$ cat src/rtl/product_accumulator.sv
// ---------------------------------------------------------------------------
// product_accumulator
//
// Sums a stream of signed products into groups of LEN products. A group can
// also be closed early with in_last. Each completed group sum is held in
// registered result outputs until the consumer takes it. With SAT=1 the
// running sum clamps on signed overflow. With SAT=0 it wraps modulo 2^AW.
// In both modes the sticky overflow flag records any overflow in the group.
//
// Ports
//   clk        clock, all state changes on the rising edge
//   rst        synchronous reset, active-high
//   in_valid   in_data holds a product
//   in_ready   block can accept a product this cycle
//   in_data    signed product, PW bits
//   in_last    this product closes the group early
//   out_valid  result registers hold a completed group
//   out_ready  consumer accepts the result
//   out_data   signed group sum, AW bits
//   out_count  number of products in the group
//   out_ovf    at least one add in the group overflowed
// ---------------------------------------------------------------------------
module product_accumulator #(
  parameter int unsigned PW  = 8,
  parameter int unsigned AW  = 16,
  parameter int unsigned LEN = 4,
  parameter bit          SAT = 1'b1
) (
  input  logic          clk,
  input  logic          rst,
  input  logic          in_valid,
  output logic          in_ready,
  input  logic [PW-1:0] in_data,
  input  logic          in_last,
  output logic          out_valid,
  input  logic          out_ready,
  output logic [AW-1:0] out_data,
  output logic [3:0]    out_count,
  output logic          out_ovf
);

  typedef enum logic [1:0] {IDLE, ACC, DONE} state_e;

  localparam logic [AW-1:0] ACC_MAX = {1'b0, {(AW-1){1'b1}}};
  localparam logic [AW-1:0] ACC_MIN = {1'b1, {(AW-1){1'b0}}};

  state_e        state_q, state_d;
  logic [AW-1:0] acc_q, acc_d;
  logic [3:0]    cnt_q, cnt_d;
  logic          ovf_q, ovf_d;
  logic [AW-1:0] out_data_q, out_data_d;
  logic [3:0]    out_count_q, out_count_d;
  logic          out_ovf_q, out_ovf_d;

  logic          accept;
  logic          firstProduct;
  logic [AW-1:0] accBase;
  logic [3:0]    cntBase;
  logic          ovfBase;
  logic [AW:0]   addend;
  logic [AW:0]   sum;
  logic          sumOvf;
  logic [AW-1:0] sumClamped;
  logic [3:0]    cntNext;
  logic          closeGroup;

  assign in_ready  = (state_q != DONE) && !rst;
  assign out_valid = (state_q == DONE);
  assign out_data  = out_data_q;
  assign out_count = out_count_q;
  assign out_ovf   = out_ovf_q;

  // The first product of a group adds onto a zero base, so it simply loads
  // the accumulator. It can never overflow, and it drops anything left over
  // from the previous group. One adder then serves both IDLE and ACC.
  always_comb begin
    accept       = in_valid && in_ready;
    firstProduct = (state_q == IDLE);
    accBase      = firstProduct ? '0   : acc_q;
    cntBase      = firstProduct ? 4'd0 : cnt_q;
    ovfBase      = firstProduct ? 1'b0 : ovf_q;
    addend       = {{(AW+1-PW){in_data[PW-1]}}, in_data};
    sum          = {accBase[AW-1], accBase} + addend;
    // The AW+1 bit sum overflowed AW when its top two bits disagree.
    sumOvf       = sum[AW] ^ sum[AW-1];
    if (sumOvf && SAT) begin
      sumClamped = sum[AW] ? ACC_MIN : ACC_MAX;
    end else begin
      sumClamped = sum[AW-1:0];
    end
    cntNext    = cntBase + 4'd1;
    closeGroup = in_last || (cntNext == 4'(LEN));
  end

  // Next-state logic. The result registers are loaded only on the edge that
  // enters DONE. They keep their value until the next group closes.
  always_comb begin
    state_d     = state_q;
    acc_d       = acc_q;
    cnt_d       = cnt_q;
    ovf_d       = ovf_q;
    out_data_d  = out_data_q;
    out_count_d = out_count_q;
    out_ovf_d   = out_ovf_q;
    case (state_q)
      IDLE, ACC: begin
        if (accept) begin
          acc_d = sumClamped;
          cnt_d = cntNext;
          ovf_d = ovfBase | sumOvf;
          if (closeGroup) begin
            state_d     = DONE;
            out_data_d  = sumClamped;
            out_count_d = cntNext;
            out_ovf_d   = ovfBase | sumOvf;
          end else begin
            state_d = ACC;
          end
        end
      end
      DONE: begin
        if (out_ready) begin
          state_d = IDLE;
        end
      end
      default: state_d = IDLE;
    endcase
  end

  // State and result registers with synchronous reset.
  always_ff @(posedge clk) begin
    if (rst) begin
      state_q     <= IDLE;
      acc_q       <= '0;
      cnt_q       <= 4'd0;
      ovf_q       <= 1'b0;
      out_data_q  <= '0;
      out_count_q <= 4'd0;
      out_ovf_q   <= 1'b0;
    end else begin
      state_q     <= state_d;
      acc_q       <= acc_d;
      cnt_q       <= cnt_d;
      ovf_q       <= ovf_d;
      out_data_q  <= out_data_d;
      out_count_q <= out_count_d;
      out_ovf_q   <= out_ovf_d;
    end
  end

endmodule

$ cat config.mk
export PLATFORM = sky130hd
export DESIGN_NAME = product_accumulator
export DESIGN_NICKNAME = d
export VERILOG_FILES = /design/src/rtl/product_accumulator.sv
export SDC_FILE = /design/constraint.sdc
export NUM_CORES = 1
export LEC_CHECK = 0
export CORE_MARGIN = 2
export CORE_UTILIZATION = 35
export DETAILED_ROUTE_END_ITERATION = 7
export PLACE_DENSITY = 0.66
export REMOVE_ABC_BUFFERS = 1
export SLEW_MARGIN = 30
export SYNTH_ARGS = -nofsm -noshare
export SYNTH_HDL_FRONTEND = slang
export SYNTH_SLANG_ARGS = --single-unit
$ cat constraint.sdc
create_clock -name clk -period 7.5 [get_ports clk]
set_input_delay 1.875 -clock clk [delete_from_list [all_inputs] [get_ports clk]]
set_output_delay 1.875 -clock clk [all_outputs]
set_load 0.02 [all_outputs]
==> results of run 1 <==
power by group through the flow:
stage	clock network, mW	logic, mW	registers [mW]
after global routing	0.166	0.150	0.256
after floorplan	0	0.0843	0.265
after detailed placement	0	0.134	0.260
final	0.153	0.134	0.254
after CTS	0.159	0.135	0.254
after global placement	0	0.132	0.259
metal layers:
| layer | vias to the layer above | track usage (%) | wire [µm] | part of all wire, % |
|---|---|---|---|---|
| met1 | 1116 | 20.6 | 2980 | 51 |
| met3 | 8 | 2.93 | 208 | 3.5 |
| met4 | 0 | 3.80 | 87 | 1.5 |
| li1 | 1218 | - | - | - |
| met2 | 50 | 23.5 | 2600 | 44 |
| met5 | - | 0 | 0 | 0 |
stage by stage:
stage	power [mW]	util (%)	setup slack [ns]	hold slack, ns
after floorplan	0.349	-	3.40	0.427
after global placement	0.391	41.0	2.22	0.457
after detailed placement	0.393	41.1	2.23	0.468
after CTS	0.548	42.3	2.22	0.480
after global routing	0.571	42.3	2.12	0.503
final	0.541	42.3	2.23	0.470
cell families after synthesis:
kind of cell	Yosys count	synth area share, %
flip-flops	44	32.0
adder cells (fa/ha/maj)	33	14.3
multiplexers	3	1.14
AO/OA/AOI/OAI	85	22.1
XOR/XNOR	14	5.41
AND/OR/NAND/NOR	119	20.4
buffers and inverters	28	4.64
critical path: cells and delay by family:
kind          cells  cell delay [ns]
simple gates      1             0.09
buf+inv           3             1.40
placed cells by master, fill, tap and decap left out, drive strengths merged, types with 3 or more instances in the layout:
cell / instances
a211oi: 33
a21o: 7
a21oi: 12
a31oi: 3
and2: 19
buf: 3
clkbuf: 8
clkdlybuf4s50: 35
dfxtp: 44
ha: 17
inv: 6
maj3: 15
nand2: 17
nand3: 5
nand4: 5
nor2: 55
nor2b: 4
nor3: 6
o21ai: 14
xnor2: 7
xor2: 7
cells in the mapped netlist (all sizes together) (2+ instances only):
master,n,area (µm²)
nor2,55,206
dfxtp,44,881
a211oi,33,253
and2,19,119
ha,17,213
nand2,17,63.8
maj3,15,161
clkbuf,14,52.6
o21ai,14,73.8
a21oi,12,60.1
buf,8,52.6
a21o,7,52.6
xnor2,7,80.1
xor2,7,68.8
inv,6,22.5
nor3,6,30.0
nand3,5,25.0
nand4,5,31.3
nor2b,4,25.0
a31oi,3,18.8
a2111oi,2,23.8
a311oi,2,17.5
and4,2,20.0
mux2i,2,20.0
o21bai,2,15.0
o22ai,2,18.8
worst paths after layout:
| path | start | end | slack [ns] | depth (start not counted) |
|---|---|---|---|---|
| max | rst | in_ready | 2.23 | 4 |
| min | state_q[1] | state_q[0] | 0.47 | 1 |
| max reg2reg | state_q[0] | acc_q[8] | 3.96 | 10 |
| min reg2reg | state_q[1] | state_q[0] | 0.47 | 1 |
state kept, by name, indices dropped and copies added, names as in the netlist:
name and flops:
out_count 4, state_q 2, acc_q 16, out_data 16, ovf_q 1, out_ovf 1
cnt_q 4
cell type report:
| type | instances | area, µm² | share of cell area (%) |
|---|---|---|---|
| multi-input combinational | 254 | 1750 | 54.0 |
| clock buffer | 8 | 90.1 | 2.77 |
| tap | 102 | 128 | 3.93 |
| inverter | 6 | 22.5 | 0.693 |
| sequential | 44 | 881 | 27.1 |
| timing repair buffer | 38 | 373 | 11.5 |
==> reports/metrics.sh, run 1 <==
SYNTH.LIB_CELLS_USED.DISTINCT=53
ROUTED-VIA-COUNT=2392
CLOCK_SINKS=44
YOSYSWARNINGS=0
CP-START-KIND='primary input'
FINALWORSTPATHREQUIREDPERIOD_NS=5.27
EDFF_COUNT_SYNTH=0
TOTAL_CONGESTION_OVERFLOW=0
CRITICAL_PATH.MOST_COMMON_CELL='sky130_fd_sc_hd__clkdlybuf4s50_1'
DETAIL_ROUTE.DRC_VIOLATIONS=0
HOLD_VIOL_FINAL=0
FP.DIEW_UM=92.7
SYN2LAYOUT_AREA_GROWTH_PCT=18.0
FINAL_CELL_AREA_MM2=0.00325
CTS_BUFFERS=5
DETAIL_ROUTE.FIRST_PASS.ITERATIONS=4
CTS_RESIZED=0
GRT_PASS1_WL_UM=10500
SYNTH-ASYNC-RESET-RATIO_PCT=0
WORSTPATHCELLLIST='clkdlybuf4s50_1 -> buf_4 -> nor2_1 -> clkdlybuf4s50_1'
DETAIL_ROUTE.WL_PER_CELL_UM=13.0
GRT_ANTENNA_BEFORE_REPAIR=0
VIAS_PER_CELL=5.29
CLOCK_TREE.BUFFER_DEPTH=2
YS_FLOP_TYPE='sky130_fd_sc_hd__dfxtp_1'
POWER-PER-CELL-AREA_mW_PER_MM2=167
WORSTPATHARRIVAL_NS=3.39
HTREE_LEVELS=2
GLOBALROUTETOTALUTIL_PCT=14.8
SLEW_VIOL_FINAL=0
MAXCAPVIOLATIONS=0
CTS_SETUP_BUFFERS=0
GRT_SETUP_UNREPAIRED='false'
DETAILED_PLACE.AREA_MM2=0.00316
POST_ROUTE_CELLS_DRIVE_ABOVE_1_SHARE_PCT=8.57
DRT_FIRST_ITER_VIOLATIONS=81
MAXIMUM_NUMBER_OF_PINS_ON_ONE_NET_BEFORE_GLOBAL_ROUTE_REPAIR=47
STARTING_UTILIZATION_OF_THE_CORE_AREA_PCT=35.8
DIE_H_UM=92.7
CRIT_TYPE='in2out'
DP.CELLS=444
MAXSLEWHEADROOM_PCT=52.1
IO_PINS=36
SETUP.WORST_PATH.END_CLASS='output pin'
ANTENNA-DIODE-COUNT=0
RUN_STATUS='finished, final reports clean'
FP-ROW-COUNT=32
WORST_SLEW_PIN_SLEW_NS=0.719
SETUP-TNS-FINAL_NS=0
SYNTHESIS.AREA_PER_INSTANCE_UM2=8.44
CLKTRANSATPATHREGS_NS=0.08
LAYOUT.NETS=380
CRIT_PATH_TOP_DELAY_CELL='sky130_fd_sc_hd__clkdlybuf4s50_1'
LAYOUT.FILLER_CELLS=801
PLACE.PORT_BUFFERS=35
POST_SYN_INSTANCES=326
LEAK_PWR_nW=1.21
FINISH.CELL_COUNT_WITHOUT_FILLERS=452
WL_UM=5880
CLOCK.FMAX_MHz=190
SETUP_VIOL=0
SYNTH_SEQUENTIAL_AREA_RATIO_PCT=32.0
ANTENNA_LEFT=0
INSERTION_DELAY_NS=0.29
SEQ_POWER_SHARE_PCT=47.0
COMBINATIONAL_POWER_SHARE_PCT=24.8
CLOCK_SKEW_NS=0.00812
VIAS_IN_THE_FIRST_GLOBAL_ROUTE=2286
SYNTH_AREA_MM2=0.00275
POST_CTS_HOLD_BUFFER_COUNT=0
PLACE.GP.CONGESTION=0.847
PEAKVDDDROP_mV=0.0842
CRIT_PATH_MAX_INCR_DELAY_NS=0.55
SYNTH_SEQ_CELLS=44
HPWLAFTERDP_UM=4070
WORST_EP_REQUIRED_TIME_NS=5.62
P_SW_SHARE_PCT=29.5
POWER.INTERNAL_mW=0.381
HOLD_CLASS='reg2reg'
PERIOD_UTILISATION_LAYOUT_PCT=70.2
CLOCK_POWER_SHARE_PCT=28.2
PLACEABLECOREAREA_MM2=0.00769
POWER.SWITCHING_mW=0.160
TRITONCTS='done'
CTS_ROOT_BUFFER='sky130_fd_sc_hd__clkbuf_8'
FP.DIEAREA_MM2=0.00859
CRITICAL_PATH_PEAK_FANOUT=46
No activity file was read; power rests on OpenSTA's default activity.
==> run 2, diff against run 1 <==
PLACE_DENSITY = 0.68   (was 0.66)
clock period = 4.5 ns   (was 7.5 ns; I/O delays follow)
==> reports/metrics.sh, run 2 (same netlist as run 1, synthesis figures left out) <==
POST_CTS_HOLD_BUFFER_COUNT=0  # unchanged
FP.DIEAREA_MM2=0.00859  # unchanged
CTS_ROOT_BUFFER='sky130_fd_sc_hd__clkbuf_8'
DRT_FIRST_ITER_VIOLATIONS=86  # +6.2%
INSERTION_DELAY_NS=0.29  # about the same
MAXSLEWHEADROOM_PCT=52.5  # +0.41 points
HOLD_CLASS='reg2reg'
PERIOD_UTILISATION_LAYOUT_PCT=85.8
WORSTPATHCELLLIST='clkdlybuf4s50_1 -> ha_1 -> nand4_1 -> nor2_1 -> a2111oi_2 -> o21ai_2 -> xnor2_4 -> buf_4 -> maj3_1 -> a211oi_1'
WORST_SLACK_NS=0.638  # -1.59 ns
GRT_SETUP_UNREPAIRED='false'
LAYOUT.CORE_UTILIZATION_PCT=42.8  # +0.59 points
FINAL_CELL_MIX='sky130_fd_sc_hd__nor2_1, sky130_fd_sc_hd__dfxtp_1, sky130_fd_sc_hd__clkdlybuf4s50_1'
POST_ROUTE_CELLS_DRIVE_ABOVE_1_SHARE_PCT=10.2  # +1.6 points
LEAK_PWR_nW=1.24  # +2.4%
ANTENNA-DIODE-COUNT=0  # unchanged
FP-ROW-COUNT=32  # unchanged
FINAL_CELL_AREA_MM2=0.00329  # +1.4%
CRITICAL_PATH_PEAK_FANOUT=9  # -80%
TRITONCTS='done'
VIAS_PER_CELL=5.25  # -0.88%
TOTAL_CONGESTION_OVERFLOW=0  # unchanged
WORSTPATHARRIVAL_NS=4.07  # +0.68 ns
FP.DIEW_UM=92.7  # unchanged
POWER-PER-CELL-AREA_mW_PER_MM2=275  # +65%
GLOBALROUTETOTALUTIL_PCT=15.1  # +0.33 points
CP-START-KIND='primary input'
DP.CELLS=448  # +0.90%
IO_PINS=36  # unchanged
FINALWORSTPATHREQUIREDPERIOD_NS=3.86
ROUTED-VIA-COUNT=2392  # unchanged
LAYOUT_COMMONEST_CELL='sky130_fd_sc_hd__nor2_1'
CRIT_PATH_MAX_INCR_DELAY_NS=0.61  # +0.06 ns
CTS_BUFFERS=5  # unchanged
SLEW_VIOL_FINAL=0  # unchanged
PLACE.PORT_BUFFERS=35  # unchanged
GRT_PASS1_WL_UM=10700  # +1.1%
SETUP_VIOL=0  # unchanged
GRT_ANTENNA_BEFORE_REPAIR=0  # unchanged
MAXIMUM_NUMBER_OF_PINS_ON_ONE_NET_BEFORE_GLOBAL_ROUTE_REPAIR=46  # -2.1%
PLACEABLECOREAREA_MM2=0.00769  # unchanged
DIE_H_UM=92.7  # unchanged
CLOCK_SINKS=44  # unchanged
CTS_SETUP_BUFFERS=0  # unchanged
DETAIL_ROUTE.WL_PER_CELL_UM=13.9  # +7.0%
CLKTRANSATPATHREGS_NS=0.08  # about the same
CTS_RESIZED=0  # unchanged
HTREE_LEVELS=2  # unchanged
LAYOUT.FILLER_CELLS=794  # -0.87%
VIAS_IN_THE_FIRST_GLOBAL_ROUTE=2337  # +2.2%
DETAIL_ROUTE.FIRST_PASS.ITERATIONS=4  # unchanged
STARTING_UTILIZATION_OF_THE_CORE_AREA_PCT=35.8  # unchanged
CLOCK_TREE.BUFFER_DEPTH=2  # unchanged
MAXCAPVIOLATIONS=0  # unchanged
RUN_STATUS='finished, final reports clean'
SETUP.WORST_PATH.END_CLASS='register'
HOLD-WORST-SLACK_NS=0.462  # -0.00786 ns
WORST_EP_REQUIRED_TIME_NS=4.70  # -0.92 ns
CRITICAL_PATH.TOP_DELAY_FAMILY='adder cells'
LAYOUT.NETS=384  # +1.1%
DP_WORST_SETUP_SLACK_NS=0.295  # -1.93 ns
ANTENNA_LEFT=0  # unchanged
WL_UM=6340  # +7.9%
DETAIL_ROUTE.DRC_VIOLATIONS=0  # unchanged
FINISH.CELL_COUNT_WITHOUT_FILLERS=456  # +0.88%
SYN2LAYOUT_AREA_GROWTH_PCT=19.6
CP.BUFFERS_INVERTERS=2  # -1
CLOCK_SKEW_NS=0.00836  # +0.000245 ns
PEAKVDDDROP_mV=0.161  # +91%
CRIT_TYPE='in2reg'
HOLD_VIOL_FINAL=0  # unchanged
CRIT_PATH_TOP_DELAY_CELL='sky130_fd_sc_hd__clkdlybuf4s50_1'
CLOCK.FMAX_MHz=259
PLACE.GP.CONGESTION=0.837  # -1.2%
SETUP-TNS-FINAL_NS=0  # unchanged
WORST_SLEW_PIN_SLEW_NS=0.712  # -0.00691 ns
HPWLAFTERDP_UM=4650  # +14%
DESIGN_POWER_TOTAL_mW=0.906  # +68%
DETAILED_PLACE.AREA_MM2=0.00319  # +1.1%
[run 2: changes by cell type in the layout (fill, tap and decap cells not counted)]
| cell | change |
|---|---|
| sky130_fd_sc_hd__buf_12 | +1 |
| sky130_fd_sc_hd__buf_4 | +3 |
| sky130_fd_sc_hd__clkbuf_1 | -2 |
| sky130_fd_sc_hd__clkinv_2 | +2 |
[run 2: routing by layer]
metal  track usage [%]  up-vias  wire [µm]
met5                 0        -          0
met4              2.94        0         50
met3              2.85        7        229
met2              29.1       34       3230
met1              17.4     1113       2830
li1                  -     1238          -
[run 2: cell type report]
cell class	instances	area, µm²	area share, %
clock inverter	2	10.0	0.304
multi-input combinational	254	1750	53.3
sequential	44	881	26.7
tap	102	128	3.88
inverter	6	22.5	0.684
clock buffer	6	82.6	2.51
timing repair buffer	42	415	12.6
[run 2: path summary, 6_finish.rpt]
kind              startpoint      endpoint  slack, ns  cells past startpoint
setup / recovery  in_data[7]      acc_q[3]       0.64                     10
hold / removal    state_q[1]    state_q[0]       0.46                      1
setup reg to reg  state_q[0]  out_data[12]       0.96                     12
hold reg to reg   state_q[1]    state_q[0]       0.46                      1
[run 2: report_power, final]
part | leakage, nW | internal, mW | switching, mW
Sequential | 0.361 | 0.412 | 0.0118
Clock | 0.0510 | 0.123 | 0.130
Combinational | 0.824 | 0.102 | 0.128
==> run 3, diff against run 2 <==
CAP_MARGIN = 5   (was not set)
CORE_UTILIZATION = 50   (was 35)
PLACE_DENSITY = 0.87   (was 0.68)
==> reports/metrics.sh, run 3 (same netlist as run 1, synthesis figures left out) <==
RUN_STATUS='finished, final reports clean'
TOTAL_CONGESTION_OVERFLOW=0  # unchanged
TRITONCTS='done'
WORSTSETUPENDPOINT='out_data[9]'
FP.DIEW_UM=78.2  # -16%
CLOCK_SKEW_NS=0.00803  # -0.000336 ns
DETAIL_ROUTE.DRC_VIOLATIONS=0  # unchanged
HOLD_VIOL_FINAL=0  # unchanged
DP.CELLS=415  # -7.4%
FINAL_CELL_MIX='sky130_fd_sc_hd__nor2_1, sky130_fd_sc_hd__dfxtp_1, sky130_fd_sc_hd__clkdlybuf4s50_1'
CTS_BUFFERS=5  # unchanged
IO_PINS=36  # unchanged
CTS_RESIZED=0  # unchanged
DESIGN_POWER_TOTAL_mW=0.977  # +7.8%
POWER-PER-CELL-AREA_mW_PER_MM2=300  # +9.1%
MAXIMUM_NUMBER_OF_PINS_ON_ONE_NET_BEFORE_GLOBAL_ROUTE_REPAIR=46  # unchanged
STARTING_UTILIZATION_OF_THE_CORE_AREA_PCT=50.9  # +15 points
CP_NUM_CELLS=9  # -1
WORSTPATHCELLLIST='clkdlybuf4s50_1 -> ha_1 -> a21o_1 -> a21o_1 -> a2111oi_2 -> o21ai_2 -> xnor2_4 -> maj3_2 -> a211oi_1'
PLACEABLECOREAREA_MM2=0.00541  # -30%
WORSTPATHARRIVAL_NS=4.13  # +0.06 ns
MAXCAPVIOLATIONS=0  # unchanged
CRITICAL_PATH_PEAK_FANOUT=16  # +7
RR_ENDPOINT='acc_q[12]'
INSERTION_DELAY_NS=0.29  # about the same
DRT_FIRST_ITER_VIOLATIONS=167  # +94%
ANTENNA_LEFT=0  # unchanged
LEAK_PWR_nW=1.23  # -0.34%
DETAIL_ROUTE.FIRST_PASS.ITERATIONS=6  # +2
FINALWORSTPATHREQUIREDPERIOD_NS=3.97  # +0.110 ns
CRIT_TYPE='in2reg'
POST_CTS_HOLD_BUFFER_COUNT=0  # unchanged
PLACE.PORT_BUFFERS=35  # unchanged
SETUP.WORST_PATH.END_CLASS='register'
FP-ROW-COUNT=27  # -16%
LAYOUT.NETS=381  # -0.78%
SETUP-TNS-FINAL_NS=0  # unchanged
FP.DIEAREA_MM2=0.00611  # -29%
CRITICAL_PATH.MOST_COMMON_CELL='sky130_fd_sc_hd__a21o_1'
CTS_SETUP_BUFFERS=0  # unchanged
SYN2LAYOUT_AREA_GROWTH_PCT=18.2
GLOBALROUTETOTALUTIL_PCT=21.8  # +6.6 points
TIMING.RR.START='state_q[0]'
WORST_SLEW_PIN_SLEW_NS=0.667  # -0.0450 ns
GRT_PASS1_WL_UM=10900  # +1.9%
ROUTED-VIA-COUNT=2437  # +1.9%
DIE_H_UM=78.2  # -16%
POST_ROUTE_CELLS_DRIVE_ABOVE_1_SHARE_PCT=9.40  # -0.77 points
CRIT_PATH_TOP_DELAY_CELL='sky130_fd_sc_hd__clkdlybuf4s50_1'
CLOCK_TREE.BUFFER_DEPTH=2  # unchanged
DETAIL_ROUTE.WL_PER_CELL_UM=14.8  # +6.2%
CLOCK.FMAX_MHz=252  # -2.8%
VIAS_PER_CELL=5.76  # +9.8%
PERIOD_UTILISATION_LAYOUT_PCT=88.3  # +2.4 points
LAYOUT_COMMONEST_CELL='sky130_fd_sc_hd__nor2_1'
CRITICAL_PATH.TOP_DELAY_FAMILY='compound AO/OA/AOI/OAI gates'
VIAS_IN_THE_FIRST_GLOBAL_ROUTE=2445  # +4.6%
FF2FF_PATH_DEPTH=12  # unchanged
SETUP_VIOL=0  # unchanged
PEAKVDDDROP_mV=0.208  # +29%
HTREE_LEVELS=2  # unchanged
RRSETUPSLACK_NS=0.95  # about the same
CP.BUFFERS_INVERTERS=1  # -1
FINISH.CELL_COUNT_WITHOUT_FILLERS=423  # -7.2%
CLOCK_SINKS=44  # unchanged
HPWLAFTERDP_UM=4430  # -4.8%
CTS_ROOT_BUFFER='sky130_fd_sc_hd__clkbuf_8'
GRT_ANTENNA_BEFORE_REPAIR=0  # unchanged
ANTENNA-DIODE-COUNT=0  # unchanged
PLACE.GP.CONGESTION=0.869  # +3.8%
CP-START-KIND='primary input'
WL_UM=6250  # -1.5%
WORST_EP_REQUIRED_TIME_NS=4.66  # -0.04 ns
HOLD_CLASS='reg2reg'
MAXSLEWHEADROOM_PCT=55.6  # +3.0 points
SLEW_VIOL_FINAL=0  # unchanged
CLKTRANSATPATHREGS_NS=0.08  # about the same
CRIT_PATH_MAX_INCR_DELAY_NS=0.61  # about the same
GRT_SETUP_UNREPAIRED='false'
WORSTSETUPSTARTPOINT='in_data[7]'
==> run 3: how the worst min path moves through the flow <==
| stage | start | end | slack [ns] | depth (start not counted) |
|---|---|---|---|---|
| floorplan | state_q[1] | state_q[0] | 0.43 | 1 |
| finish | cnt_q[1] | cnt_q[1] | 0.48 | 2 |
| global route | cnt_q[1] | cnt_q[1] | 0.52 | 2 |
| detailed placement | cnt_q[1] | cnt_q[1] | 0.47 | 2 |
| global placement | state_q[1] | state_q[0] | 0.45 | 1 |
| CTS | cnt_q[1] | cnt_q[1] | 0.48 | 2 |
==> run 3: tightest hold or removal path, delay by kind of cell, from the launching register on <==
kind / cells / cell delay (ns)
DFF: 1 / 0.33
and+or+nand+nor: 1 / 0.06
AOI/OAI and AO/OA: 1 / 0.05
==> run 3: metrics by stage <==
step | hold WS, ns | instance area, µm² | util (%) | setup slack, ns
after global placement | 0.446 | 3120 | 57.7 | 0.303
after floorplan | 0.427 | 2650 | - | 1.15
final | 0.477 | 3250 | 60.2 | 0.527
after global routing | 0.515 | 3250 | 60.2 | 0.321
after CTS | 0.476 | 3250 | 60.1 | 0.539
after detailed placement | 0.465 | 3120 | 57.7 | 0.240
==> run 3: routing by layer <==
| layer | wire, µm | global-route usage, % | vias up |
|---|---|---|---|
| li1 | - | - | 1224 |
| met1 | 2750 | 26.4 | 1149 |
| met2 | 3170 | 39.1 | 51 |
| met3 | 207 | 3.68 | 13 |
| met4 | 121 | 7.37 | 0 |
| met5 | 0 | 0 | - |
==> run 3: power breakdown <==
part,internal [mW],total [mW],switching (mW)
clock,0.196,0.326,0.130
sequential,0.412,0.425,0.0123
combinational,0.0980,0.227,0.129
total,0.706,0.977,0.271
==> run 3: layout make-up <==
class / instances / area (µm²)
clock buffer: 7 / 96.3
clock inverter: 1 / 30.0
fill: 493 / 2150
inverter: 6 / 22.5
multi-input combinational: 254 / 1750
sequential: 44 / 881
tap: 72 / 90.1
timing repair buffer: 39 / 380
